## src/rtl/sd_resp_pkg.sv

```systemverilog
// Shared state encoding, sector geometry and request record for the sector responder.
package sd_resp_pkg;
  localparam int SECTOR_BYTES = 512;
  localparam int GAP_CYCLES   = 2;

  typedef enum logic [2:0] {
    IDLE, DELAY, RD_ADDR, RD_DATA, WR_ADDR, WR_DATA, GAP
  } sd_state_e;

  typedef struct packed {
    logic        rd;
    logic [31:0] lba;
  } sd_req_t;
endpackage

```

## src/rtl/sd_sector_responder_if.sv

```systemverilog
// Virtual-disk sector handshake plus backing-memory port; slave is the responder side.
interface sd_sector_responder_if #(
  parameter int VDNUM  = 2,
  parameter int MEM_AW = 20
);
  logic [VDNUM-1:0][31:0] sd_lba;
  logic [VDNUM-1:0]       sd_rd;
  logic [VDNUM-1:0]       sd_wr;
  logic [VDNUM-1:0]       sd_ack;
  logic [8:0]             sd_buff_addr;
  logic [7:0]             sd_buff_dout;
  logic [VDNUM-1:0][7:0]  sd_buff_din;
  logic                   sd_buff_wr;
  logic [MEM_AW-1:0]      mem_addr;
  logic                   mem_rd;
  logic [7:0]             mem_rdata;
  logic                   mem_we;
  logic [7:0]             mem_wdata;
  logic                   busy;

  modport slave (
    input  sd_lba, sd_rd, sd_wr, sd_buff_din, mem_rdata,
    output sd_ack, sd_buff_addr, sd_buff_dout, sd_buff_wr,
           mem_addr, mem_rd, mem_we, mem_wdata, busy
  );
  modport master (
    output sd_lba, sd_rd, sd_wr, sd_buff_din, mem_rdata,
    input  sd_ack, sd_buff_addr, sd_buff_dout, sd_buff_wr,
           mem_addr, mem_rd, mem_we, mem_wdata, busy
  );
endinterface

```

## src/rtl/sd_resp_arb.sv

```systemverilog
// Lowest-index-wins request picker; read beats write within one unit.
module sd_resp_arb #(
  parameter int VDNUM = 2,
  parameter int UW    = 1
) (
  input  logic [VDNUM-1:0] rd_i,
  input  logic [VDNUM-1:0] wr_i,
  output logic             vld_o,
  output logic [UW-1:0]    unit_o,
  output logic             rd_o
);
  always_comb begin
    vld_o  = 1'b0;
    unit_o = '0;
    rd_o   = 1'b0;
    // Scan downward so the lowest requesting unit is the last assignment.
    for (int i = VDNUM - 1; i >= 0; i--) begin
      if (rd_i[i] | wr_i[i]) begin
        vld_o  = 1'b1;
        unit_o = UW'(i);
        rd_o   = rd_i[i];
      end
    end
  end
endmodule

```

## src/rtl/sd_sector_responder.sv

```systemverilog
// Serves whole-sector reads/writes from VDNUM disk initiators out of a 1-cycle backing memory.
// Optional SD_RESP_DELAY_EN inserts ACK_DELAY (>=1) idle cycles before each ack.
module sd_sector_responder
  import sd_resp_pkg::*;
#(
  parameter int VDNUM     = 2,
  parameter int MEM_AW    = 20,
  parameter int ACK_DELAY = 16
) (
  input logic                  clk_sys,
  input logic                  reset_n,
  sd_sector_responder_if.slave bus
);
  localparam int UW = (VDNUM > 1) ? $clog2(VDNUM) : 1;
  localparam int LW = MEM_AW - 9;

  if (VDNUM < 1 || VDNUM > 4 || ACK_DELAY < 0) begin : g_bad_param
    $error("sd_sector_responder: unsupported parameters");
  end

  sd_state_e        state_q;
  logic [VDNUM-1:0] ack_q;
  logic [8:0]       cnt_q, buff_addr_q;
  logic             buff_wr_q, rd_pass_q, mem_rd_q, mem_we_q, busy_q, ok_q;
  logic [MEM_AW-1:0] mem_addr_q;
  logic [7:0]       wdata_q;
  logic [LW-1:0]    sec_q;
  logic [UW-1:0]    unit_q;
  logic [1:0]       gap_q;

  logic             arb_vld, arb_rd, start, s_ok, last;
  logic [UW-1:0]    arb_unit, s_unit;
  sd_req_t          s_req;

  sd_resp_arb #(.VDNUM(VDNUM), .UW(UW)) u_arb (
    .rd_i(bus.sd_rd), .wr_i(bus.sd_wr),
    .vld_o(arb_vld), .unit_o(arb_unit), .rd_o(arb_rd)
  );

`ifdef SD_RESP_DELAY_EN
  sd_req_t     req_q;
  logic [15:0] dly_q;
  assign start  = (state_q == DELAY) && (dly_q == 16'(ACK_DELAY - 1));
  assign s_req  = req_q;
  assign s_unit = unit_q;
`else
  assign start  = (state_q == IDLE) && arb_vld;
  assign s_req  = '{rd: arb_rd, lba: bus.sd_lba[arb_unit]};
  assign s_unit = arb_unit;
`endif

  assign s_ok = ~|(s_req.lba >> LW);
  assign last = (cnt_q == 9'(SECTOR_BYTES - 1));

  always_ff @(posedge clk_sys or negedge reset_n) begin
    if (!reset_n) begin
      state_q     <= IDLE;
      ack_q       <= '0;
      cnt_q       <= '0;
      buff_addr_q <= '0;
      buff_wr_q   <= 1'b0;
      rd_pass_q   <= 1'b0;
      mem_rd_q    <= 1'b0;
      mem_we_q    <= 1'b0;
      busy_q      <= 1'b0;
      ok_q        <= 1'b0;
      mem_addr_q  <= '0;
      wdata_q     <= '0;
      sec_q       <= '0;
      unit_q      <= '0;
      gap_q       <= '0;
`ifdef SD_RESP_DELAY_EN
      req_q       <= '0;
      dly_q       <= '0;
`endif
    end else begin
      buff_wr_q <= 1'b0;
      rd_pass_q <= 1'b0;
      mem_rd_q  <= 1'b0;
      mem_we_q  <= 1'b0;
      if (start) begin
        state_q     <= s_req.rd ? RD_ADDR : WR_ADDR;
        ack_q       <= VDNUM'(1) << s_unit;
        unit_q      <= s_unit;
        ok_q        <= s_ok;
        sec_q       <= s_req.lba[LW-1:0];
        cnt_q       <= '0;
        buff_addr_q <= '0;
        busy_q      <= 1'b1;
        mem_rd_q    <= s_req.rd & s_ok;
        mem_addr_q  <= {s_req.lba[LW-1:0], 9'd0};
      end else begin
        case (state_q)
`ifdef SD_RESP_DELAY_EN
          IDLE: if (arb_vld) begin
            state_q <= DELAY;
            busy_q  <= 1'b1;
            unit_q  <= arb_unit;
            req_q   <= '{rd: arb_rd, lba: bus.sd_lba[arb_unit]};
            dly_q   <= '0;
          end
          DELAY: dly_q <= dly_q + 16'd1;
`endif
          RD_ADDR: begin
            state_q     <= RD_DATA;
            buff_wr_q   <= 1'b1;
            buff_addr_q <= cnt_q;
            rd_pass_q   <= ok_q;
          end
          RD_DATA: if (last) begin
            state_q <= GAP;
            ack_q   <= '0;
            gap_q   <= '0;
          end else begin
            state_q    <= RD_ADDR;
            cnt_q      <= cnt_q + 9'd1;
            mem_rd_q   <= ok_q;
            mem_addr_q <= {sec_q, cnt_q + 9'd1};
          end
          WR_ADDR: state_q <= WR_DATA;
          WR_DATA: begin
            // Commit lands one cycle later, overlapping the next byte's address phase.
            wdata_q    <= bus.sd_buff_din[unit_q];
            mem_we_q   <= ok_q;
            mem_addr_q <= {sec_q, cnt_q};
            if (last) begin
              state_q <= GAP;
              ack_q   <= '0;
              gap_q   <= '0;
            end else begin
              state_q     <= WR_ADDR;
              cnt_q       <= cnt_q + 9'd1;
              buff_addr_q <= cnt_q + 9'd1;
            end
          end
          GAP: if (gap_q == 2'(GAP_CYCLES - 1)) begin
            state_q <= IDLE;
            busy_q  <= 1'b0;
          end else begin
            gap_q <= gap_q + 2'd1;
          end
          default: ;
        endcase
      end
    end
  end

  assign bus.sd_ack       = ack_q;
  assign bus.sd_buff_addr = buff_addr_q;
  assign bus.sd_buff_wr   = buff_wr_q;
  // Memory output is already a register; forward it during the strobe cycle only.
  assign bus.sd_buff_dout = rd_pass_q ? bus.mem_rdata : 8'h00;
  assign bus.mem_addr     = mem_addr_q;
  assign bus.mem_rd       = mem_rd_q;
  assign bus.mem_we       = mem_we_q;
  assign bus.mem_wdata    = wdata_q;
  assign bus.busy         = busy_q;
endmodule

```

## src/flat_wrapper.sv

```systemverilog
// flat-port wrapper written by rule: the top's interface ports become plain ports
module sd_sector_responder_flat import sd_resp_pkg::*;
#(
  parameter int VDNUM     = 2,
  parameter int MEM_AW    = 20,
  parameter int ACK_DELAY = 16
)
  (clk_sys, reset_n, bus_sd_lba, bus_sd_rd, bus_sd_wr, bus_sd_buff_din, bus_mem_rdata, bus_sd_ack, bus_sd_buff_addr, bus_sd_buff_dout, bus_sd_buff_wr, bus_mem_addr, bus_mem_rd, bus_mem_we, bus_mem_wdata, bus_busy);
  sd_sector_responder_if #(.VDNUM(VDNUM), .MEM_AW(MEM_AW)) bus_i ();
  input logic clk_sys;
  input logic reset_n;
  input wire logic [$bits(bus_i.sd_lba)-1:0] bus_sd_lba;
  input wire logic [$bits(bus_i.sd_rd)-1:0] bus_sd_rd;
  input wire logic [$bits(bus_i.sd_wr)-1:0] bus_sd_wr;
  input wire logic [$bits(bus_i.sd_buff_din)-1:0] bus_sd_buff_din;
  input wire logic [$bits(bus_i.mem_rdata)-1:0] bus_mem_rdata;
  output wire logic [$bits(bus_i.sd_ack)-1:0] bus_sd_ack;
  output wire logic [$bits(bus_i.sd_buff_addr)-1:0] bus_sd_buff_addr;
  output wire logic [$bits(bus_i.sd_buff_dout)-1:0] bus_sd_buff_dout;
  output wire logic [$bits(bus_i.sd_buff_wr)-1:0] bus_sd_buff_wr;
  output wire logic [$bits(bus_i.mem_addr)-1:0] bus_mem_addr;
  output wire logic [$bits(bus_i.mem_rd)-1:0] bus_mem_rd;
  output wire logic [$bits(bus_i.mem_we)-1:0] bus_mem_we;
  output wire logic [$bits(bus_i.mem_wdata)-1:0] bus_mem_wdata;
  output wire logic [$bits(bus_i.busy)-1:0] bus_busy;
  assign bus_i.sd_lba = bus_sd_lba;
  assign bus_i.sd_rd = bus_sd_rd;
  assign bus_i.sd_wr = bus_sd_wr;
  assign bus_i.sd_buff_din = bus_sd_buff_din;
  assign bus_i.mem_rdata = bus_mem_rdata;
  assign bus_sd_ack = bus_i.sd_ack;
  assign bus_sd_buff_addr = bus_i.sd_buff_addr;
  assign bus_sd_buff_dout = bus_i.sd_buff_dout;
  assign bus_sd_buff_wr = bus_i.sd_buff_wr;
  assign bus_mem_addr = bus_i.mem_addr;
  assign bus_mem_rd = bus_i.mem_rd;
  assign bus_mem_we = bus_i.mem_we;
  assign bus_mem_wdata = bus_i.mem_wdata;
  assign bus_busy = bus_i.busy;
  sd_sector_responder #(.VDNUM(VDNUM), .MEM_AW(MEM_AW), .ACK_DELAY(ACK_DELAY)) u_core (.clk_sys(clk_sys), .reset_n(reset_n), .bus(bus_i));
endmodule
```

## config.mk

```make
export PLATFORM = sky130hd
export DESIGN_NAME = sd_sector_responder_flat
export DESIGN_NICKNAME = d
export VERILOG_FILES = /design/src/rtl/sd_resp_pkg.sv /design/src/rtl/sd_sector_responder_if.sv /design/src/rtl/sd_resp_arb.sv /design/src/rtl/sd_sector_responder.sv /design/src/flat_wrapper.sv
export SDC_FILE = /design/constraint.sdc
export NUM_CORES = 1
export LEC_CHECK = 0
export CAP_MARGIN = 20
export CORE_ASPECT_RATIO = 1.25
export CORE_MARGIN = 2
export CORE_UTILIZATION = 35
export CTS_CLUSTER_SIZE = 25
export DETAILED_ROUTE_END_ITERATION = 7
export GPL_ROUTABILITY_DRIVEN = 0
export PLACE_DENSITY = 0.67
export SYNTH_ARGS = -nofsm -noshare
export SYNTH_HDL_FRONTEND = slang
export SYNTH_HIERARCHICAL = 1
export SYNTH_SLANG_ARGS = --single-unit
```

## constraint.sdc

```tcl
create_clock -name clk_sys -period 7.7 [get_ports clk_sys]
set_input_delay 1.54 -clock clk_sys [delete_from_list [all_inputs] [get_ports clk_sys]]
set_output_delay 1.54 -clock clk_sys [all_outputs]
set_load 0.01 [all_outputs]
```

Word-level counts from Yosys, hierarchy flattened
Index checks and enable logic that the tools add are counted.

cells by class
  add/subtract/negate cells = 2
  magnitude comparators = 2
  equal/unequal tests = 13
  shifts and indexed selects = 1
  mux-type cells = 41
  bitwise operators = 4
  reductions and logical operators = 21

operator list
  kind                                                                           number
  32-bit 2-to-1 mux                                                              2
  20-bit 2-to-1 mux                                                              2
  20-bit case mux with 2 select lines                                            1
  9-bit 2-to-1 mux                                                               4
  8-bit 2-to-1 mux                                                               3
  21-bit OR reduction                                                            1
  9-bit case mux with 2 select lines                                             1
  1-bit 2-to-1 mux                                                               17
  3-bit case mux with 5 select lines                                             1
  2-bit AND reduction                                                            7
  3-bit 2-to-1 mux                                                               4
  2-bit 2-to-1 mux                                                               5
  2-bit nonzero test                                                             5
  9-bit by 1-bit adder with 9-bit output (second input constant)                 1
  3-bit equality test (second input constant)                                    3
  9-bit equality test (second input constant)                                    1
  3-bit by 2-bit equality test with 1-bit output (second input constant)         2
  3-bit by 2-bit inequality test with 1-bit output (second input constant)       2
  3-bit nonzero test                                                             2
  6-bit nonzero test                                                             1
  1-bit by 2-bit less-than comparator with 1-bit output (second input constant)  2
  2-bit by 1-bit inequality test with 1-bit output (second input constant)       2
  2-bit case mux with 2 select lines                                             1
  4-bit AND reduction                                                            1
  12 further kinds                                                               13

word-level totals
  register bits = 71
  bits of input ports = 94
  output and inout bits = 51
  word-level logic and storage cells = 99

Logic depth before layout (Yosys ltp)
Gate-level depths: netlist of the first run.

  depth after elaboration = 9
  mapped depth = 10
  depth with buffers taken out = 9

By module
The synthesis of the first run kept the hierarchy.

by module, submodules not included
  module               instances  cells an instance  area each (µm²)  seq. area each (µm²)
  sd_sector_responder  1          355                3,587.2          1,776.7
  sd_resp_arb          1          6                  27.5             0.0

Worst setup path before layout of the first run
OpenSTA, ideal clock, no wires.

  kind = input to output
  start = input port bus_mem_rdata[0]
  end = output port bus_sd_buff_dout[0]
  arrival = 1.705 ns
  required time = 6.160 ns
  slack = 4.455 ns
  stages on the path = 1
  path buffers = 0
  cell sequence = and2_1

between the ends
  word-level cells in the longest chain between the ends = 1

ends and longest elaborated chain
  item              RTL line                    text
  start, declared   flat_wrapper.sv:16          input wire logic [$bits(bus_i.mem_rdata)-1:0] bus_mem_rdata;
  8-bit 2-to-1 mux  sd_sector_responder.sv:152  assign bus.sd_buff_dout = rd_pass_q ? bus.mem_rdata : 8'h00;
  end, declared     flat_wrapper.sv:19          output wire logic [$bits(bus_i.sd_buff_dout)-1:0] bus_sd_buff_dout;

Every way passes these cells.

Worst setup path after layout of the first run
  start = input port bus_mem_rdata[4]
  end = output port bus_sd_buff_dout[4]

Same word-level chain as after synthesis.

==> results of run 1 <==
[metrics by stage]
stage	hold WS, ns	instances	setup WS (ns)	util	power, mW
3_3_place_gp	0.465	612	3.52	0.509	1.40
3_5_place_dp	0.471	612	3.51	0.509	1.42
4_1_cts	0.486	628	3.50	0.540	1.86
2_1_floorplan	0.485	361	4.46	-	1.12
6_report	0.482	630	3.50	0.542	1.84
5_1_grt	0.505	630	3.47	0.542	1.97
[synthesized netlist by cell type (2+ instances only)]
master,count,area [sq um]
a211oi_1,4,30.0
a21o_1,2,15.0
a21oi_1,27,135
and2_1,8,50.1
and3_1,2,12.5
buf_2,9,45.0
buf_6,2,22.5
clkbuf_1,12,45.0
dfrtp_1,71,1780
ha_1,3,37.5
inv_1,4,15.0
mux2_2,4,45.0
mux2_4,10,150
mux2i_1,27,270
nand2_1,32,120
nand2b_1,2,12.5
nand3_1,13,65.1
nand3b_1,3,22.5
nand4_1,5,31.3
nor2_1,36,135
nor2b_1,3,18.8
nor3_1,6,30.0
nor3b_1,2,15.0
nor4_1,9,56.3
o21ai_0,31,155
o22ai_1,2,12.5
o2bb2ai_1,2,17.5
xnor2_1,12,105
xor2_1,4,35.0
[area by class of cell]
class                           instances  area (sq um)  area share
Clock buffer                            9           225      0.0414
Clock inverter                          7          85.1      0.0156
Inverter                                4          15.0     0.00276
Multi-Input combinational cell        261          1700       0.313
Sequential cell                        71          1780       0.326
Tap cell                              129           161      0.0296
Timing Repair Buffer                  149          1480       0.271
[path summary, 6_finish.rpt]
path / cells after the start / slack [ns] / end / startpoint
setup / recovery: 3 / 3.50 / bus_sd_buff_dout[4] / bus_mem_rdata[4]
hold / removal: 2 / 0.48 / u_core/bus.mem_wdata[0]$_DFFE_PN0P_ / u_core/bus.mem_wdata[0]$_DFFE_PN0P_
setup reg to reg: 9 / 4.28 / u_core/bus.mem_addr[14]$_DFFE_PN0P_ / u_core/cnt_q[0]$_DFFE_PN0P_
hold reg to reg: 2 / 0.48 / u_core/bus.mem_wdata[0]$_DFFE_PN0P_ / u_core/bus.mem_wdata[0]$_DFFE_PN0P_
max in group asynchronous: 2 / 5.70 / u_core/sec_q[10]$_DFFE_PN0P_ / reset_n
min in group asynchronous: 2 / 1.41 / u_core/bus.mem_addr[10]$_DFFE_PN0P_ / reset_n
[state kept, by name (all words and copies together) (netlist names), 2 cells and up]
name,count
u_core/bus.sd_buff_addr,9
u_core/bus.sd_ack,2
u_core/gap_q,2
u_core/bus.mem_addr,20
u_core/sec_q,11
u_core/cnt_q,9
u_core/state_q,3
u_core/bus.mem_wdata,8
[cells by family (layout without fill, tap and decap cells)]
| kind of cell | Yosys count | in the layout | synth area share |
|---|---|---|---|
| compound gates | 73 | 73 | 0.112 |
| xor+xnor | 16 | 16 | 0.0388 |
| fa+ha+maj | 3 | 3 | 0.0104 |
| buf+inv | 29 | 169 | 0.0384 |
| flops | 71 | 71 | 0.492 |
| mux | 41 | 41 | 0.129 |
| simple gates | 128 | 128 | 0.180 |
[routing by layer]
metal  track usage  vias up  share of wire  wire, um
li1              -     1542              -         -
met1         0.211     1450           0.39      3830
met2         0.307      119           0.50      4910
met3        0.0448       12          0.093       913
met4        0.0625        0          0.015       147
met5             0        -              0         0
[power by group]
part           switching, mW  total, mW  internal, mW
Clock                  0.169      0.427         0.257
Sequential             0.113      0.620         0.507
Combinational          0.369      0.796         0.427
[worst max-delay path, cell delays in order]
cell and delay (ns):
clkdlybuf4s50_1 0.45, and2_1 0.13, clkdlybuf4s50_1 0.54
==> flow_metrics.py, run 1 <==
metrics = {
    "status": {
        "status": "completed",
    },
    "global_route": {
        "first_global_vias": 3116,
        "grt_overflow": 0,
        "antenna_found_initial": 0,
        "track_usage": 0.178,
        "grt_pass1_wl_um": 15700,
        "grt_max_degree": 72,
    },
    "sta": {
        "fmax_mhz": 238,
        "drv_slew": 0,
        "rsz0062_at_grt": "false",
        "clock_skew_ns": 0.00557,
        "fin_tns_setup_ns": 0,
        "max-slew-margin-rel": 0.389,
        "hold_violations": 0,
        "setup_violations": 0,
        "tightest_slew_ns": 0.911,
        "timing.final.crit_share": 0.545,
        "layout_min_cycle_time_ns": 4.20,
    },
    "die": {
        "die-area_sq_um": 11200,
        "io_pins": 145,
        "design.core.area_sq_um": 10100,
        "die_x_um": 94.9,
        "die_h_um": 118,
        "initial_utilization": 0.360,
        "rows": 41,
    },
    "cts": {
        "cts_setup_buffers": 0,
        "cts_buffers": 9,
        "cts_resized": 0,
        "clock_sinks": 71,
        "htreeDepth": 3,
        "clk_latency_ns": 0.33,
        "cts-root-buf": "clkbuf_16",
        "ctsHoldBuffers": 0,
        "clock_path_buffers": 2,
        "cts_tree": "yes",
        "path_clk_slew_ns": 0.06,
    },
    "layout": {
        "n_antenna_cell": 0,
        "n_fill_cell": 911,
        "layout_commonest_cell": "clkdlybuf4s50_1",
        "layout_common_cells": "clkdlybuf4s50_1, dfrtp_1, nor2_1",
        "fin_area_sq_um": 5450,
        "syn_to_final_growth_pct": 50.6,
        "fin_nets": 593,
        "layout-drive-gt1-share": 0.0798,
    },
    "flow_run": {
        "maxCapViolCount": 0,
    },
    "setup_path": {
        "crit_type": "input port to output pin",
        "crit_arrival_ns": 2.66,
        "critPathLaunchType": "input port",
        "end_kind": "output pin",
        "cp_max_fo": 1,
        "worstPathRequired_ns": 6.16,
    },
    "synth": {
        "synth_area_sq_um": 3610,
        "async_reset_ff_frac": 1.00,
        "ys_seq_elements": 71,
        "synth_edf_count": 0,
        "ys.warnings.count": 6,
        "synth_flop_cell": "dfrtp_1",
        "syn_nets": 458,
        "syn_avg_cell_area_sq_um": 10.0,
        "synthCells": 361,
        "ys_types": 43,
        "ys_seq_area_frac": 0.492,
    },
    "detailed_routing": {
        "totalWireLength_um": 9800,
        "drt_iter0_markers": 141,
        "route.detailed.wl_per_inst_um": 15.6,
        "drc": 0,
        "first_pass_iters": 4,
        "drt.antenna.violating_nets": 0,
        "num_vias": 3123,
        "viasPerCell": 4.96,
    },
    "pwr": {
        "power_density_nw_per_um2": 338,
        "ir_worst_vdd_v": 0.000137,
        "power_leakage_nw": 2.21,
    },
    "place": {
        "port_buffers": 144,
        "dp_hpwl_um": 7220,
        "dpl_cell_area_sq_um": 5120,
    },
    "hold_path": {
        "hp-class": "register to register",
    },
}
Note: power is estimated with default switching activity, not from simulation.
==> inputs of run 2 (changes only) <==
- clock period: 7.7 -> 4.3 ns (I/O delays scaled with it)
==> flow_metrics.py, run 2 (same netlist as run 1, synthesis figures left out) <==
metrics = {
    "cts": {
        "clk_latency_ns": 0.33,
        "cts-root-buf": "clkbuf_16",
        "cts_setup_buffers": 0,
        "path_clk_slew_ns": 0.06,
        "clock_sinks": 71,
        "cts_resized": 0,
        "ctsHoldBuffers": 0,
        "cts_tree": "yes",
        "clock_path_buffers": 2,
        "htreeDepth": 3,
        "cts_buffers": 9,
    },
    "place": {
        "dp_hpwl_um": 7590,
        "port_buffers": 144,
        "dp_slack_ns": 1.26,
    },
    "sta": {
        "fin_tns_setup_ns": 0,
        "rsz0062_at_grt": "false",
        "fmax_mhz": 331,
        "clock_skew_ns": 0.00777,
        "drv_slew": 0,
        "hold_violations": 0,
        "timing.final.crit_share": 0.703,
        "layout_min_cycle_time_ns": 3.02,
        "max-slew-margin-rel": 0.430,
        "worst_slack_ns": 1.28,
        "tightest_slew_ns": 0.852,
        "setup_violations": 0,
    },
    "pwr": {
        "power_leakage_nw": 2.23,
        "ir_worst_vdd_v": 0.000387,
        "intPower_mw": 2.16,
        "switching_share": 0.352,
        "p_sw_mw": 1.17,
        "p_seq_frac": 0.336,
        "power_density_nw_per_um2": 607,
        "pwr-share-comb": 0.438,
        "finalPower_mw": 3.32,
        "clkPwrFrac": 0.226,
    },
    "die": {
        "rows": 41,
        "design.core.area_sq_um": 10100,
        "die-area_sq_um": 11200,
        "die_h_um": 118,
        "initial_utilization": 0.360,
        "io_pins": 145,
        "die_x_um": 94.9,
    },
    "detailed_routing": {
        "viasPerCell": 4.96,
        "num_vias": 3141,
        "drc": 0,
        "drt_iter0_markers": 132,
        "route.detailed.wl_per_inst_um": 16.1,
        "first_pass_iters": 4,
        "totalWireLength_um": 10200,
        "drt.antenna.violating_nets": 0,
    },
    "global_route": {
        "antenna_found_initial": 0,
        "track_usage": 0.181,
        "first_global_vias": 3122,
        "grt_max_degree": 45,
        "use_met2": 0.313,
        "grt_overflow": 0,
        "grtUsageMet3": 0.0455,
        "use_met1": 0.221,
        "grt_pass1_wl_um": 15900,
        "grt-busiest-layer": "met2",
    },
    "flow_run": {
        "maxCapViolCount": 0,
    },
    "layout": {
        "layout-drive-gt1-share": 0.0833,
        "layout_common_cells": "clkdlybuf4s50_1, dfrtp_1, nor2_1",
        "layout_commonest_cell": "clkdlybuf4s50_1",
        "n_antenna_cell": 0,
        "largest_reg_flops": 20,
        "fin_util": 0.544,
        "fin_nets": 596,
        "syn_to_final_growth_pct": 51.4,
    },
    "setup_path": {
        "cpMaxStageDelayCell": "nor2_1",
        "end_kind": "register",
        "cp_max_fo": 13,
        "rr_startpoint": "u_core/cnt_q[0]$_DFFE_PN0P_",
        "crit_type": "register to register",
        "worstPathRequired_ns": 4.54,
        "critPathLaunchType": "register",
        "max_stage_delay_ns": 0.69,
        "crit_arrival_ns": 3.26,
        "crit_start": "u_core/cnt_q[0]$_DFFE_PN0P_",
        "path_cells": "ha_1 > nand3_1 > nor2_1 > and3_1 > ha_1 > nand2b_1 > nor2_1 > mux2_2 > mux2i_1",
    },
    "hold_path": {
        "hp-class": "input port to asynchronous set/reset pin",
    },
    "status": {
        "status": "completed",
    },
}
-- run 2: per-stage QoR --
stage | instances | instance area [sq um] | hold slack, ns
2_1_floorplan | 361 | 3610 | 0.485
3_3_place_gp | 615 | 5140 | 0.465
3_5_place_dp | 615 | 5140 | 0.475
4_1_cts | 631 | 5450 | 0.489
5_1_grt | 633 | 5470 | 0.357
6_report | 633 | 5470 | 0.361
-- run 2: power by group through the flow --
stage,combinational (mW),clock (mW),sequential (mW)
2_1_floorplan,0.926,0,1.09
3_3_place_gp,1.42,0,1.12
3_5_place_dp,1.45,0,1.13
4_1_cts,1.46,0.766,1.12
5_1_grt,1.59,0.798,1.16
6_report,1.46,0.750,1.12
-- run 2: worst paths after layout --
kind,endpoint,slack (ns),depth (start not counted)
setup / recovery,u_core/cnt_q[7]$_DFFE_PN0P_,1.28,9
setup reg to reg,u_core/cnt_q[7]$_DFFE_PN0P_,1.28,9
max in group asynchronous,u_core/sec_q[0]$_DFFE_PN0P_,3.07,3
min in group clk_sys,u_core/bus.mem_wdata[3]$_DFFE_PN0P_,0.49,2
hold reg to reg,u_core/bus.mem_wdata[3]$_DFFE_PN0P_,0.49,2
hold / removal,u_core/bus.mem_addr[10]$_DFFE_PN0P_,0.36,1
-- run 2: final cells by class --
cell class,instances,area [sq um]
multi-input combinational,261,1700
clock inverter,5,63.8
timing repair buffer,152,1510
sequential,71,1780
fill,901,4580
inverter,4,15.0
clock buffer,11,243
tap,129,161
-- run 2: metal layers --
layer	vias up	routed length, um
li1	1549	-
met1	1465	4070
met2	119	5170
met3	8	881
met4	0	88
met5	-	0
-- run 2: worst max-delay path: cells and delay by family (launching register included) --
| kind | cells | cell delay [ns] |
|---|---|---|
| multiplexers | 2 | 0.57 |
| AND/OR/NAND/NOR | 5 | 1.40 |
| flip-flops | 1 | 0.43 |
| adder cells (fa/ha/maj) | 2 | 0.54 |
==> inputs of run 3 (changes only) <==
- PLACE_DENSITY: 0.67 -> 0.7
- clock period: 4.3 -> 2.65 ns (I/O delays scaled with it)
==> flow_metrics.py, run 3 (same netlist as run 1, synthesis figures left out) <==
metrics = {
    "status": {
        "status": "completed",
    },
    "cts": {
        "cts_tree": "yes",
        "clock_path_buffers": 2,
        "cts_buffers": 9,
        "path_clk_slew_ns": 0.06,
        "clk_latency_ns": 0.33,
        "cts-root-buf": "clkbuf_16",
        "htreeDepth": 3,
        "clock_sinks": 71,
        "ctsHoldBuffers": 0,
        "cts_resized": 0,
        "cts_setup_buffers": 0,
    },
    "layout": {
        "layout-drive-gt1-share": 0.0978,
        "layout_commonest_cell": "clkdlybuf4s50_1",
        "layout_common_cells": "clkdlybuf4s50_1, dfrtp_1, nor2_1",
        "n_fill_cell": 877,
        "largest_reg_flops": 20,
        "fin_nets": 603,
        "fin_area_sq_um": 5510,
        "syn_to_final_growth_pct": 52.5,
        "n_antenna_cell": 0,
    },
    "setup_path": {
        "crit_type": "register to register",
        "worstPathRequired_ns": 2.87,
        "end_kind": "register",
        "critPathMostFrequentCell": "ha_1",
        "crit_arrival_ns": 2.62,
        "critPathLaunchType": "register",
        "rrSetupSlack_ns": 0.25,
        "rr_startpoint": "u_core/cnt_q[1]$_DFFE_PN0P_",
        "cpMaxStageDelayCell": "dfrtp_1",
        "max_stage_delay_ns": 0.43,
        "cp_max_fo": 11,
        "path_cells": "ha_1 > nand3_1 > nor2_1 > and3_1 > ha_1 > nor3b_1 > o21ai_1 > and2_4 > mux2_2",
        "crit_buf_inv": 0,
        "reg2reg_depth": 9,
        "crit_family": "simple AND/OR/NAND/NOR gates",
        "worst_r2r_endpoint": "u_core/bus.mem_addr[14]$_DFFE_PN0P_",
    },
    "die": {
        "io_pins": 145,
        "die_x_um": 94.9,
        "design.core.area_sq_um": 10100,
        "die_h_um": 118,
        "initial_utilization": 0.360,
        "die-area_sq_um": 11200,
        "rows": 41,
    },
    "sta": {
        "worst_hold_slack_ns": 0.228,
        "max-slew-margin-rel": 0.571,
        "hold_violations": 0,
        "drv_slew": 0,
        "setup_violations": 0,
        "fmax_mhz": 417,
        "layout_min_cycle_time_ns": 2.40,
        "worst_slack_ns": 0.253,
        "rsz0062_at_grt": "false",
        "clock_skew_ns": 0.00524,
        "fin_tns_setup_ns": 0,
        "timing.final.crit_share": 0.905,
        "tightest_slew_ns": 0.644,
    },
    "place": {
        "dp_hpwl_um": 7460,
        "dp_slack_ns": 0.245,
        "port_buffers": 144,
        "dpl_cell_area_sq_um": 5230,
    },
    "detailed_routing": {
        "drt_iter0_markers": 172,
        "first_pass_iters": 4,
        "route.detailed.wl_per_inst_um": 15.5,
        "drc": 0,
        "drt.antenna.violating_nets": 0,
        "viasPerCell": 5.03,
        "num_vias": 3222,
        "totalWireLength_um": 9920,
    },
    "global_route": {
        "grt_pass1_wl_um": 15600,
        "grt_max_degree": 39,
        "first_global_vias": 3226,
        "antenna_found_initial": 0,
        "track_usage": 0.179,
        "grt_overflow": 0,
    },
    "pwr": {
        "finalPower_mw": 5.38,
        "ir_worst_vdd_v": 0.000542,
        "power_density_nw_per_um2": 976,
        "power_leakage_nw": 2.26,
    },
    "flow_run": {
        "maxCapViolCount": 0,
    },
    "hold_path": {
        "hp-class": "input port to asynchronous set/reset pin",
    },
}
run 3: changes by cell type in the layout (fill, tap and decap cells not counted), sizes merged:
| cell | before | now |
|---|---|---|
| clkinv | 1 | 4 |
| buf | 9 | 16 |
| clkbuf | 11 | 10 |
| inv | 6 | 5 |
| bufinv | 1 | 0 |
run 3: how the worst max path moves through the flow:
stage	depth (start not counted)	startpoint	to
global route	9	u_core/cnt_q[1]$_DFFE_PN0P_	u_core/bus.mem_addr[14]$_DFFE_PN0P_
detailed placement	8	bus_sd_rd[0]	u_core/bus.mem_addr[18]$_DFFE_PN0P_
floorplan	10	u_core/cnt_q[3]$_DFFE_PN0P_	u_core/bus.mem_addr[10]$_DFFE_PN0P_
CTS	9	u_core/cnt_q[1]$_DFFE_PN0P_	u_core/bus.mem_addr[14]$_DFFE_PN0P_
global placement	7	bus_sd_wr[0]	u_core/bus.mem_addr[18]$_DFFE_PN0P_
finish	9	u_core/cnt_q[1]$_DFFE_PN0P_	u_core/bus.mem_addr[14]$_DFFE_PN0P_
run 3: area by class of cell:
| cell class | count | area [sq um] | share of cell area |
|---|---|---|---|
| Timing Repair Buffer | 159 | 1570 | 0.285 |
| Inverter | 4 | 15.0 | 0.00272 |
| Clock inverter | 6 | 43.8 | 0.00794 |
| Clock buffer | 10 | 239 | 0.0433 |
| Multi-Input combinational cell | 261 | 1700 | 0.309 |
| Tap cell | 129 | 161 | 0.0293 |
| Sequential cell | 71 | 1780 | 0.322 |
run 3: layer usage:
layer	global-route usage	vias to the layer above	part of all wire
met5	0	-	0
met4	0.0707	0	0.014
met3	0.0493	13	0.092
met2	0.317	114	0.50
met1	0.198	1533	0.39
li1	-	1562	-
run 3: metrics by stage:
step / util / std cells
2_1_floorplan: - / 361
3_3_place_gp: 0.520 / 624
3_5_place_dp: 0.520 / 624
4_1_cts: 0.548 / 640
5_1_grt: 0.548 / 640
6_report: 0.548 / 640
run 3: report_power, final:
group          total, mW  switching [mW]  internal, mW
registers           1.75           0.271          1.47
clock network       1.12           0.459         0.661
logic               2.51            1.18          1.33
